[src/rtl/nps_rom_pkg.sv]
// Shared widths and FSM encoding for the two-port ROM arbiter.
// Latency: n/a (declarations only).
// Backpressure: n/a.
package nps_rom_pkg;

  localparam int DATA_WIDTH_DEF = 24;
  localparam int ADR_WIDTH_DEF  = 9;

  // Owner / last-served encoding: 0 = requester A, 1 = requester B.
  localparam logic OWN_A = 1'b0;
  localparam logic OWN_B = 1'b1;

  typedef enum logic [1:0] {
    ST_IDLE  = 2'd0,
    ST_OWN   = 2'd1,
    ST_DRAIN = 2'd2
  } state_e;

endpackage

[src/rtl/nps_rom_rr.sv]
// Two-way round-robin pick: a lone request wins, a tie goes to the side not served last.
// Latency: combinational.
// Backpressure: none; the caller decides when the pick is consumed.
module nps_rom_rr
  import nps_rom_pkg::*;
(
  input  logic req_a,
  input  logic req_b,
  input  logic last,
  output logic valid,
  output logic pick
);

  // Tie-break on the last-served side; otherwise follow the single request.
  always_comb begin
    valid = req_a | req_b;
    pick  = (req_a & req_b) ? ~last : (req_b ? OWN_B : OWN_A);
  end

endmodule

[src/rtl/nps_rom_arb.sv]
// Shares one ROM lookup port between requesters A and B, one whole frame at a time.
// Latency: 1 cycle requester->ROM (vi/fi/adr) and 1 cycle ROM->requester (vo/datao/fo).
// Backpressure: none on data; requesters wait for gnt, and a frame closes only once the ROM returns fo.
module nps_rom_arb
  import nps_rom_pkg::*;
#(
  parameter int DATA_WIDTH = DATA_WIDTH_DEF,
  parameter int ADR_WIDTH  = ADR_WIDTH_DEF
) (
  input  logic                  clk,
  input  logic                  reset_x,
  input  logic                  req_a,
  input  logic                  req_b,
  output logic                  gnt_a,
  output logic                  gnt_b,
  input  logic                  vi_a,
  input  logic                  vi_b,
  input  logic                  fi_a,
  input  logic                  fi_b,
  input  logic [ADR_WIDTH-1:0]  adr_a,
  input  logic [ADR_WIDTH-1:0]  adr_b,
  output logic                  vo_a,
  output logic                  vo_b,
  output logic                  fo_a,
  output logic                  fo_b,
  output logic [DATA_WIDTH-1:0] datao_a,
  output logic [DATA_WIDTH-1:0] datao_b,
  output logic                  rom_vi,
  output logic                  rom_fi,
  output logic [ADR_WIDTH-1:0]  rom_adr,
  input  logic                  rom_vo,
  input  logic                  rom_fo,
  input  logic [DATA_WIDTH-1:0] rom_datao,
  output logic                  busy
);

  state_e                state_q, state_d;
  logic                  owner_q, owner_d;
  logic                  last_q, last_d;
  logic                  rom_vi_q, rom_vi_d;
  logic                  rom_fi_q, rom_fi_d;
  logic [ADR_WIDTH-1:0]  rom_adr_q, rom_adr_d;
  logic                  vo_a_q, vo_a_d, vo_b_q, vo_b_d;
  logic                  fo_a_q, fo_a_d, fo_b_q, fo_b_d;
  logic [DATA_WIDTH-1:0] datao_a_q, datao_a_d, datao_b_q, datao_b_d;

  logic                  rr_valid, rr_pick;
  logic                  own_vi, own_fi;
  logic [ADR_WIDTH-1:0]  own_adr;

  nps_rom_rr u_rr (
    .req_a (req_a),
    .req_b (req_b),
    .last  (last_q),
    .valid (rr_valid),
    .pick  (rr_pick)
  );

  // Select the current owner's request side; the other side is never looked at.
  always_comb begin
    own_vi  = (owner_q == OWN_B) ? vi_b  : vi_a;
    own_fi  = (owner_q == OWN_B) ? fi_b  : fi_a;
    own_adr = (owner_q == OWN_B) ? adr_b : adr_a;
  end

  // Next-state and registered-output computation for the frame FSM.
  always_comb begin
    state_d   = state_q;
    owner_d   = owner_q;
    last_d    = last_q;
    rom_vi_d  = rom_vi_q;
    rom_fi_d  = rom_fi_q;
    rom_adr_d = rom_adr_q;
    vo_a_d    = 1'b0;
    vo_b_d    = 1'b0;
    fo_a_d    = 1'b0;
    fo_b_d    = 1'b0;
    datao_a_d = '0;
    datao_b_d = '0;

    case (state_q)
      ST_IDLE: begin
        rom_vi_d = 1'b0;
        rom_fi_d = 1'b0;
        if (rr_valid) begin
          owner_d = rr_pick;
          state_d = ST_OWN;
        end
      end
      ST_OWN: begin
        // Address and fi travel together, so a vi+fi cycle forwards both.
        rom_vi_d = own_vi;
        rom_fi_d = own_fi;
        if (own_vi) rom_adr_d = own_adr;
        if (own_fi) state_d = ST_DRAIN;
      end
      ST_DRAIN: begin
        // Keep fi asserted toward the ROM until it confirms the frame end.
        rom_vi_d = 1'b0;
        rom_fi_d = 1'b1;
        if (rom_fo) begin
          rom_fi_d = 1'b0;
          last_d   = owner_q;
          fo_a_d   = (owner_q == OWN_A);
          fo_b_d   = (owner_q == OWN_B);
          state_d  = ST_IDLE;
        end
      end
      default: state_d = ST_IDLE;
    endcase

    // Return path is live through OWN and DRAIN (including the fo cycle); IDLE drops it.
    if (state_q != ST_IDLE) begin
      if (owner_q == OWN_A) begin
        vo_a_d    = rom_vo;
        datao_a_d = rom_datao;
      end else begin
        vo_b_d    = rom_vo;
        datao_b_d = rom_datao;
      end
    end
  end

  // State and output registers; reset abandons any frame in flight.
  always_ff @(posedge clk or negedge reset_x) begin
    if (!reset_x) begin
      state_q   <= ST_IDLE;
      owner_q   <= OWN_A;
      last_q    <= OWN_B;
      rom_vi_q  <= 1'b0;
      rom_fi_q  <= 1'b0;
      rom_adr_q <= '0;
      vo_a_q    <= 1'b0;
      vo_b_q    <= 1'b0;
      fo_a_q    <= 1'b0;
      fo_b_q    <= 1'b0;
      datao_a_q <= '0;
      datao_b_q <= '0;
    end else begin
      state_q   <= state_d;
      owner_q   <= owner_d;
      last_q    <= last_d;
      rom_vi_q  <= rom_vi_d;
      rom_fi_q  <= rom_fi_d;
      rom_adr_q <= rom_adr_d;
      vo_a_q    <= vo_a_d;
      vo_b_q    <= vo_b_d;
      fo_a_q    <= fo_a_d;
      fo_b_q    <= fo_b_d;
      datao_a_q <= datao_a_d;
      datao_b_q <= datao_b_d;
    end
  end

  assign gnt_a   = (state_q == ST_OWN) && (owner_q == OWN_A);
  assign gnt_b   = (state_q == ST_OWN) && (owner_q == OWN_B);
  assign busy    = (state_q != ST_IDLE);
  assign rom_vi  = rom_vi_q;
  assign rom_fi  = rom_fi_q;
  assign rom_adr = rom_adr_q;
  assign vo_a    = vo_a_q;
  assign vo_b    = vo_b_q;
  assign fo_a    = fo_a_q;
  assign fo_b    = fo_b_q;
  assign datao_a = datao_a_q;
  assign datao_b = datao_b_q;

endmodule

[config.mk]
export PLATFORM = sky130hd
export DESIGN_NAME = nps_rom_arb
export DESIGN_NICKNAME = d
export VERILOG_FILES = /design/src/rtl/nps_rom_pkg.sv /design/src/rtl/nps_rom_rr.sv /design/src/rtl/nps_rom_arb.sv
export SDC_FILE = /design/constraint.sdc
export NUM_CORES = 1
export LEC_CHECK = 0
export ABC_AREA = 1
export BUFFER_PORTS_ARGS = -buffer_cell sky130_fd_sc_hd__buf_2
export CAP_MARGIN = 20
export CORE_ASPECT_RATIO = 1.4
export CORE_UTILIZATION = 45
export CTS_CLUSTER_SIZE = 14
export DETAILED_ROUTE_END_ITERATION = 8
export PLACE_DENSITY = 0.78
export SLEW_MARGIN = 5
export SYNTH_ARGS = -nofsm -noshare
export SYNTH_HDL_FRONTEND = slang
export SYNTH_SLANG_ARGS = --single-unit
[constraint.sdc]
create_clock -name clk -period 1.5 [get_ports clk]
set_clock_uncertainty 0.05 [all_clocks]
set_input_delay 0.225 -clock clk [delete_from_list [all_inputs] [get_ports clk]]
set_output_delay 0.225 -clock clk [all_outputs]
set_load 0.005 [all_outputs]
==> summary.txt, run 1 <==
Run status
  • Status: finished with violations
  • Failing checks: negative setup slack

Setup path
  • Worst EP arrival: between 1 and 1.5 ns
  • Worst Setup End Kind: output port
  • Crit path required time: approximately 1.2 ns
  • Slowest cell delay on critical path: 0.42 ns
  • Crit-path slowest cell: dfrtp_1
  • R2R cell count: 9
  • Reg2reg start: state_q[0]
  • Crit path launch type: flop
  • R2R Path End: state_q[0]
  • Critical path endpoint: gnt_b
  • Crit-path max FO: 4
  • R2R setup slack: roughly 0.11 ns
  • Crit-path cells: buf_6 > ha_4 > nand2_2 > inv_1 > buf_2
  • Worst Setup SP: state_q[0]
  • Worst setup path class: reg -> out

Place
  • Placer Congestion: 0.755
  • Dpl cell area: approximately 3200 µm²
  • HPWL after DPL: between 3000 and 4000 µm
  • DP Worst Slack: roughly 0.14 ns
  • Buffers on Ports: around 120

Detailed routing
  • DRT iter0 DRCs: 140
  • Wire per inst: approximately 12 µm
  • Total Routed Length: 5400 µm
  • Vias per inst: about 4.5
  • Via count: between 1500 and 2000
  • TritonRoute pass-1 iters: 4
  • Drt drc: 0
  • Post-DRT Antenna Nets: 0

Clock network
  • Worst-path clk slew: 0.08 ns
  • CTS buffer count: 9
  • Worst-Skew Late Latency: between 0.3 and 0.4 ns
  • CTS tree: done
  • H-tree lvl count: 3
  • Clk sinks: 67
  • Root Driver: clkbuf_8
  • CTS Buffer Depth: 2

Cells and area
  • Most common cell after layout, fill and taps aside: buf_2
  • Antenna cell count: 0
  • Area of the multi-input gates: around 650 µm²
  • Syn-to-layout area delta: 39.4%
  • Fin nets: about 430
  • Most frequent cells in the layout: 117 x buf_2, 66 x dfrtp_1, 55 x nor2_1, 30 x nand2_1, 29 x inv_1
  • Share of cells above drive strength 1: 0.449
  • Sequential cell area: 1680 µm²
  • Fin util: 0.656
  • Fillcell total: 435
  • Cell area after layout: 3440 µm²

Power
  • LEAKAGE: 2.07 nW
  • Design Power: between 0.006 and 0.007 W
  • Power per standard cell area: 1860 nW/µm²
  • Worst vdd ir: between 1000 and 1500 µV

Synth
  • Yosys Warn Count: 0
  • Gate Count Post-Synth: about 240
  • Seq/Total Area, Yosys: 0.680
  • Yosys cell types: 19
  • Syn_nets: 298
  • Synth Area per Inst: approximately 10 µm²
  • Mapped Area: 2470 µm²
  • #FFs+latches synth: 67

STA
  • Fmax achieved: about 650 MHz
  • Relative slew slack: 0.756
  • Tcrit/Tclk final: 1.03
  • Worst-Margin Slew: approximately 0.37 ns
  • Worst setup margin: -0.0401 ns
  • Final Hold Fails: 0
  • Hold slack: 0.0700 ns
  • Final min period: 1.54 ns
  • Final Max Slew Viols: 0
  • RSZ-0062 raised after global routing: true
  • Setup violators final: 2

Die
  • Row count: 31
  • Die outline height: approximately 90 µm
  • Die Wd: between 60 and 70 µm
  • I/O pin count: ~120
  • Die area: approximately 5800 µm²
  • Initial core utilization: 0.471
  • Core Region: ~5200 µm²

Global route
  • GR Overflow Total: 0
  • Largest net degree at the start of global routing: 68
  • Vias in the first global route: between 1500 and 2000
  • First-pass GRT wire length: 8340 µm
  • Initial antenna violation count: 0
  • GRT Total Usage: 0.196

Min path
  • Tightest Hold Check Type: in -> reg

Job
  • # Max-Cap Violations: 0
logic make-up after synthesis:
kind of cell,Yosys count,synth area share
buf+inv,42,0.0705
fa+ha+maj,5,0.0254
compound gates,22,0.0446
flops,67,0.680
simple gates,105,0.179
synthesized netlist by cell type:
master | instances | area share
nand2_2 | 2 | 0.0051
dfrtp_1 | 66 | 0.67
ha_1 | 5 | 0.025
o21ai_0 | 12 | 0.024
nand2_1 | 31 | 0.047
inv_2 | 1 | 0.0015
buf_4 | 1 | 0.0030
or2_2 | 9 | 0.023
a21oi_1 | 1 | 0.0020
buf_2 | 4 | 0.0081
o21ai_1 | 9 | 0.018
clkbuf_1 | 1 | 0.0015
nand2_4 | 1 | 0.0046
inv_1 | 34 | 0.052
nand3_2 | 1 | 0.0041
buf_6 | 1 | 0.0046
nor2_1 | 56 | 0.085
nand3_1 | 5 | 0.010
dfstp_2 | 1 | 0.011
per-stage QoR:
stage | cells | TNS [ns]
finish | 445 | -0.0753
global route | 445 | -0.158
CTS | 445 | -0.0604
detailed placement | 422 | 0
global placement | 422 | 0
floorplan | 241 | 0
flip-flops by register name, indices dropped and copies added (netlist names):
| signal | cells |
|---|---|
| vo_a | 1 |
| rom_vi | 1 |
| datao_b | 24 |
| last_q | 1 |
| fo_b | 1 |
| rom_fi | 1 |
| datao_a | 24 |
| rom_adr | 9 |
| state_q | 2 |
| vo_b | 1 |
| fo_a | 1 |
| owner_q | 1 |
power breakdown:
| part | switching (W) | internal, W | leakage, nW | total [W] |
|---|---|---|---|---|
| logic | 0.00131 | 0.00114 | 1.10 | 0.00245 |
| registers | 0.000244 | 0.00241 | 0.883 | 0.00266 |
| clock network | 0.000649 | 0.000626 | 0.0839 | 0.00127 |
| total | 0.00221 | 0.00418 | 2.07 | 0.00639 |
worst min-delay path by stage:
stage | from | end | slack (ns) | cells after the start
after floorplan | reset_x | datao_a[0] | -0.12 | 0
after global placement | reset_x | datao_b[4] | 0.21 | 2
after detailed placement | reset_x | datao_a[8] | 0.22 | 2
after CTS | rom_datao[15] | datao_a[15] | 0.06 | 3
after global routing | rom_datao[21] | datao_a[21] | 0.05 | 3
final | rom_datao[6] | datao_a[6] | 0.07 | 3
routing by layer:
metal,global-route usage,part of all wire
met3,0.0606,0.061
met4,0.0788,0.011
met5,0,0
met1,0.210,0.39
met2,0.361,0.54
critical path, delay by kind of cell, from the launching register on:
kind | cells | cell delay [ns]
AND/OR/NAND/NOR | 1 | 0.05
buffers and inverters | 3 | 0.29
flip-flops | 1 | 0.42
adder cells (fa/ha/maj) | 1 | 0.16
cell type report:
| cell class | instances | share of cell area |
|---|---|---|
| clock buffer | 10 | 0.0400 |
| tap | 66 | 0.0240 |
| multi-input combinational | 132 | 0.189 |
| inverter | 35 | 0.0382 |
| clock inverter | 5 | 0.00874 |
| timing repair buffer | 130 | 0.212 |
| sequential | 67 | 0.488 |
timing repair:
action | in CTS | in global routing
gates resized for setup | 7 | 7
hold endpoints to repair | 66 | 0
buffers inserted | 7 | 0
pin swaps | 1 | 0
endpoints found under the setup margin | 3 | 5
hold buffers | 1 | 0
Note: power is estimated with default switching activity, not from simulation.
==> inputs of run 2 (changes only) <==
CELL_PAD_IN_SITES_DETAIL_PLACEMENT = 1   (was not set)
CELL_PAD_IN_SITES_GLOBAL_PLACEMENT = 2   (was not set)
CORE_UTILIZATION = 26   (was 45)
PLACE_DENSITY = not set   (was 0.78)
PLACE_DENSITY_LB_ADDON = 0.1   (was not set)
==> summary.txt, run 2 (synthesized netlist as in run 1, its figures left out) <==
STA
  • Worst-Margin Slew: 0.365 ns (-0.000942 ns)
  • Setup violators final: 0 (-2)
  • Worst setup margin: 0.00936 ns (+0.0495 ns)
  • Final Max Slew Viols: 0 (unchanged)
  • Fmax achieved: 671 MHz (+3.3%)
  • Final min period: 1.49 ns (-0.0495 ns)
  • Tcrit/Tclk final: 0.994 (-0.0330)
  • Relative slew slack: 0.756 (about the same)
  • Final Hold Fails: 0 (unchanged)
  • Setup TNS: 0 ns (+0.0753 ns)
  • RSZ-0062 raised after global routing: true

Setup path
  • Crit path required time: 1.22 ns (about the same)
  • Crit-path max FO: 4 (unchanged)
  • Worst EP arrival: 1.22 ns (-0.05 ns)
  • Crit path launch type: flop
  • Most common cell type on the critical path: inv_2
  • CP bufs+invs: 3 (unchanged)
  • R2R setup slack: 0.05 ns (-0.06 ns)
  • Critical path's top delay family: flip-flops
  • Slowest cell delay on critical path: 0.40 ns (-0.02 ns)
  • Crit-path slowest cell: dfrtp_1
  • Worst Setup End Kind: output port
  • Worst setup path class: reg -> out
  • Crit-path cells: inv_2 > ha_4 > inv_2 > nor2_1 > buf_2

Global route
  • First-pass GRT wire length: 10800 µm (+29%)
  • GR Overflow Total: 0 (unchanged)
  • GRT Total Usage: 0.146 (-0.0506)
  • Initial antenna violation count: 0 (unchanged)
  • Largest net degree at the start of global routing: 68 (unchanged)
  • Vias in the first global route: 2240 (+15%)

Clock network
  • CTS Buffer Depth: 2 (unchanged)
  • H-tree lvl count: 3 (unchanged)
  • CTS buffer count: 9 (unchanged)
  • CTS tree: done
  • Root Driver: clkbuf_16
  • Worst-path clk slew: 0.06 ns (-0.02 ns)
  • Clk sinks: 67 (unchanged)
  • Worst-Skew Late Latency: 0.32 ns (-0.02 ns)

Place
  • Dpl cell area: 3230 µm² (+1.9%)
  • HPWL after DPL: 4580 µm (+20%)
  • Placer Congestion: 0.785 (+4.0%)
  • Buffers on Ports: 117 (unchanged)
  • DP Worst Slack: 0.0972 ns (-0.0413 ns)

Job
  • # Max-Cap Violations: 0 (unchanged)

Cells and area
  • Antenna cell count: 0 (unchanged)
  • Fin nets: 435 (+0.69%)
  • Share of cells above drive strength 1: 0.462 (+0.0136)
  • Most frequent cells in the layout: 115 x buf_2, 65 x dfrtp_1, 55 x nor2_1, 30 x nand2_1, 28 x inv_1
  • Fillcell total: 1091 (+150%)
  • Most common cell after layout, fill and taps aside: buf_2
  • Cell area after layout: 3700 µm² (+7.8%)
  • Syn-to-layout area delta: 50.2%

Detailed routing
  • WL met1: 2520 µm (+19%)
  • DR top layer: met4
  • Detail Route met3 WL: 437 µm (+33%)
  • Wire per inst: 13.7 µm (+13%)
  • Total Routed Length: 6690 µm (+24%)
  • DRT iter0 DRCs: 91 (-35%)
  • Post-DRT Antenna Nets: 0 (unchanged)
  • Vias per inst: 4.21 (-6.2%)
  • Metal2 WL: 3550 µm (+23%)
  • Via count: 2062 (+3.3%)
  • TritonRoute pass-1 iters: 7 (+3)
  • Drt drc: 11 (+11)

Die
  • Die Wd: 84.3 µm (+31%)
  • Die outline height: 117 µm (+31%)
  • Initial core utilization: 0.270 (-0.201)
  • Die area: 9880 µm² (+71%)
  • Row count: 41 (+32%)
  • I/O pin count: 118 (unchanged)
  • Core Region: 9130 µm² (+74%)

Min path
  • Tightest Hold Check Type: in -> reg

Power
  • Power per standard cell area: 2050 nW/µm² (+10%)
  • LEAKAGE: 2.16 nW (+4.3%)
  • Worst vdd ir: 789 µV (-34%)

Run status
  • Status: finished with violations
  • Failing checks: design-rule violations
## run 2: worst paths after layout
path,cells past startpoint,to,startpoint
worst max register to register,9,state_q[0],state_q[0]
worst min-delay path,3,datao_b[5],rom_datao[5]
worst min register to register,2,rom_fi,rom_fi
worst max-delay path,5,gnt_a,state_q[1]
max in group asynchronous,3,last_q,reset_x
min in group asynchronous,3,datao_a[17],reset_x
## run 2: worst register-to-register path: cells and delay by family, from the launching register on
family	cells	cell delay, ns
and+or+nand+nor	3	0.22
AOI/OAI and AO/OA	1	0.13
DFF	1	0.42
buffers and inverters	4	0.41
adders and majority gates	1	0.16
## run 2: layer usage
layer,vias to the layer above,global-route usage
li1,996,-
met1,982,0.152
met2,72,0.266
met3,12,0.0407
met4,0,0.0839
met5,-,0
## run 2: area by class of cell
cell class	count	area, µm²	share of cell area
clock buffer	10	239	0.0645
clock inverter	6	88.8	0.0240
inverter	35	131	0.0355
multi-input combinational	132	673	0.182
sequential	67	1680	0.453
tap	107	134	0.0361
timing repair buffer	133	758	0.205
## run 2: stage by stage
stage | instances | hold WS [ns] | power [W] | utilization
2_1_floorplan | 241 | -0.121 | 0.00382 | -
5_1_grt | 490 | 0.0715 | 0.00818 | 0.406
3_3_place_gp | 464 | 0.224 | 0.00503 | 0.353
3_5_place_dp | 464 | 0.223 | 0.00508 | 0.353
6_report | 490 | 0.0817 | 0.00760 | 0.406
4_1_cts | 486 | 0.0686 | 0.00756 | 0.397
## run 2: power by group
group	total (W)	internal (W)	switching, W
clock network	0.00227	0.00150	0.000767
registers	0.00265	0.00242	0.000225
logic	0.00269	0.00122	0.00147
## run 2: what timing repair did
action / CTS / global route
hold buffers: 1 / 0
hold endpoints to repair: 66 / 0
resized for setup: 7 / 13
buffers inserted: 5 / 4
endpoints found under the setup margin: 3 / 5
pin swaps: 0 / 1
==> inputs of run 3 (changes only) <==
PLACE_DENSITY = 0.89   (was not set)
PLACE_DENSITY_LB_ADDON = not set   (was 0.1)
==> summary.txt, run 3 (synthesized netlist as in run 1, its figures left out) <==
Run status
  • Status: finished with violations
  • Failing checks: design-rule violations, negative setup slack

Global route
  • Initial antenna violation count: 0 (unchanged)
  • First-pass GRT wire length: 10400 µm (-3.8%)
  • GRT Total Usage: 0.140 (-0.00566)
  • Largest net degree at the start of global routing: 68 (unchanged)
  • GR Overflow Total: 0 (unchanged)
  • Vias in the first global route: 2205 (-1.6%)

Detailed routing
  • TritonRoute pass-1 iters: 6 (-1)
  • Vias per inst: 4.23 (+0.60%)
  • Drt drc: 12 (+1)
  • Total Routed Length: 6250 µm (-6.6%)
  • Via count: 2049 (-0.63%)
  • Wire per inst: 12.9 µm (-5.5%)
  • Post-DRT Antenna Nets: 0 (unchanged)
  • DRT iter0 DRCs: 49 (-46%)

Die
  • Die Wd: 84.3 µm (unchanged)
  • Die area: 9880 µm² (unchanged)
  • Core Region: 9130 µm² (unchanged)
  • Row count: 41 (unchanged)
  • Die outline height: 117 µm (unchanged)
  • Initial core utilization: 0.270 (unchanged)
  • I/O pin count: 118 (unchanged)

Place
  • Buffers on Ports: 117 (unchanged)
  • Dpl cell area: 3220 µm² (-0.23%)
  • Placer Congestion: 0.791 (+0.79%)
  • HPWL after DPL: 4480 µm (-2.1%)

Setup path
  • Most common cell type on the critical path: inv_2
  • Crit-path cells: inv_2 > ha_2 > inv_2 > buf_2
  • R2R cell count: 9 (unchanged)
  • Slowest cell delay on critical path: 0.41 ns (about the same)
  • CP bufs+invs: 3 (unchanged)
  • Crit-path max FO: 3 (-1)
  • Crit-path slowest cell: dfrtp_1
  • Critical path's top delay family: flip-flops
  • Worst setup path class: reg -> out
  • Worst Setup End Kind: output port
  • Cell depth of the worst setup path: 4 (-1)
  • Crit path launch type: flop
  • Worst EP arrival: 1.23 ns (about the same)
  • Crit path required time: 1.22 ns (about the same)

STA
  • Setup violators final: 1 (+1)
  • Tcrit/Tclk final: 1.00 (+0.00997)
  • Final Max Slew Viols: 0 (unchanged)
  • Fmax achieved: 664 MHz (-0.99%)
  • Hold slack: 0.0771 ns (-0.00465 ns)
  • Relative slew slack: 0.770 (+0.0140)
  • Worst setup margin: -0.00559 ns (-0.0150 ns)
  • Final min period: 1.51 ns (+0.0150 ns)
  • Worst-Margin Slew: 0.344 ns (-0.0210 ns)
  • Setup TNS: -0.00559 ns (-0.00559 ns)
  • Final Hold Fails: 0 (unchanged)
  • RSZ-0062 raised after global routing: true

Cells and area
  • Syn-to-layout area delta: 45.1%
  • Antenna cell count: 0 (unchanged)
  • Most frequent cells in the layout: 117 x buf_2, 64 x dfrtp_1, 54 x nor2_1, 31 x nand2_1, 30 x inv_1
  • Fin nets: 429 (-1.4%)
  • Cell area after layout: 3580 µm² (-3.4%)
  • Most common cell after layout, fill and taps aside: buf_2
  • Share of cells above drive strength 1: 0.438 (-0.0245)

Clock network
  • H-tree lvl count: 3 (unchanged)
  • Worst-path clk slew: 0.06 ns (about the same)
  • Clk sinks: 67 (unchanged)
  • CTS tree: done
  • Worst-Skew Late Latency: 0.32 ns (about the same)
  • CTS Buffer Depth: 2 (unchanged)
  • Root Driver: clkbuf_16
  • CTS buffer count: 9 (unchanged)

Power
  • Flop pwr share: 0.375 (+0.027)
  • Power per standard cell area: 1990 nW/µm² (-2.9%)
  • Worst vdd ir: 787 µV (-0.30%)
  • Clock network fraction of total power: 0.289 (-0.009)
  • Pint: 0.00482 W (-6.2%)
  • Comb power frac: 0.336 (-0.018)
  • NetSw: 0.00231 W (-6.1%)
  • Design Power: 0.00713 W (-6.2%)
  • Sw frac: 0.325 (+0.000447)
  • LEAKAGE: 2.11 nW (-2.5%)

Min path
  • Cells on Worst Hold Path: 3 (unchanged)
  • Tightest Hold Check Type: in -> reg

Job
  • # Max-Cap Violations: 0 (unchanged)
-- run 3: cell count changes in the layout (fill, tap and decap cells not counted), moves of 2 or more --
| cell | change |
|---|---|
| buf_4 | -6 |
| inv_2 | -2 |
| buf_2 | +2 |
| clkbuf_1 | +2 |
| inv_1 | +2 |
| buf_6 | -2 |
| ha_4 | -2 |
-- run 3: through the flow --
step	instances	worst slack, ns	utilization
2_1_floorplan	241	0.188	-
3_3_place_gp	463	0.157	0.352
3_5_place_dp	463	0.114	0.352
4_1_cts	484	0.00737	0.391
5_1_grt	484	-0.0459	0.392
6_report	484	-0.00559	0.392
-- run 3: per-layer routing --
layer / GRT usage / share of wire
met1: 0.141 / 0.37
met2: 0.262 / 0.54
met3: 0.0365 / 0.064
met4: 0.0828 / 0.025
met5: 0 / 0
-- run 3: repair_timing --
| action | in CTS | in global routing |
|---|---|---|
| gates resized for setup | 7 | 4 |
| hold endpoints to repair | 66 | 0 |
| hold buffers | 1 | 0 |
| setup endpoints to repair | 3 | 5 |
| pin swaps | 0 | 2 |
| setup buffers | 4 | 0 |
-- run 3: layout make-up --
type                            instances  area (µm²)
Timing Repair Buffer                  127         701
Clock inverter                          4        50.0
Tap cell                              107         134
Inverter                               35         131
Clock buffer                           12         246
Multi-Input combinational cell        132         634
Fill cell                            1099        5550
Sequential cell                        67        1680
-- run 3: final timing paths --
kind                                from           to  slack, ns
max                           state_q[1]         busy     -0.006
min                        rom_datao[13]  datao_a[13]       0.08
max reg2reg                   state_q[0]   state_q[0]       0.10
min reg2reg                       rom_fi       rom_fi       0.43
max in group asynchronous        reset_x       last_q       0.69
min in group asynchronous        reset_x  datao_a[13]       0.41
-- run 3: power groups by stage --
| stage | Combinational [W] | Clock (W) | Sequential (W) |
|---|---|---|---|
| floorplan | 0.00108 | 0 | 0.00274 |
| global placement | 0.00223 | 0 | 0.00268 |
| detailed placement | 0.00232 | 0 | 0.00270 |
| CTS | 0.00245 | 0.00214 | 0.00268 |
| global route | 0.00274 | 0.00222 | 0.00275 |
| finish | 0.00240 | 0.00206 | 0.00267 |
-- run 3: tightest hold or removal path: stages --
cell and delay [ns]:
buf_2 0.09, inv_1 0.06, nor2_1 0.04
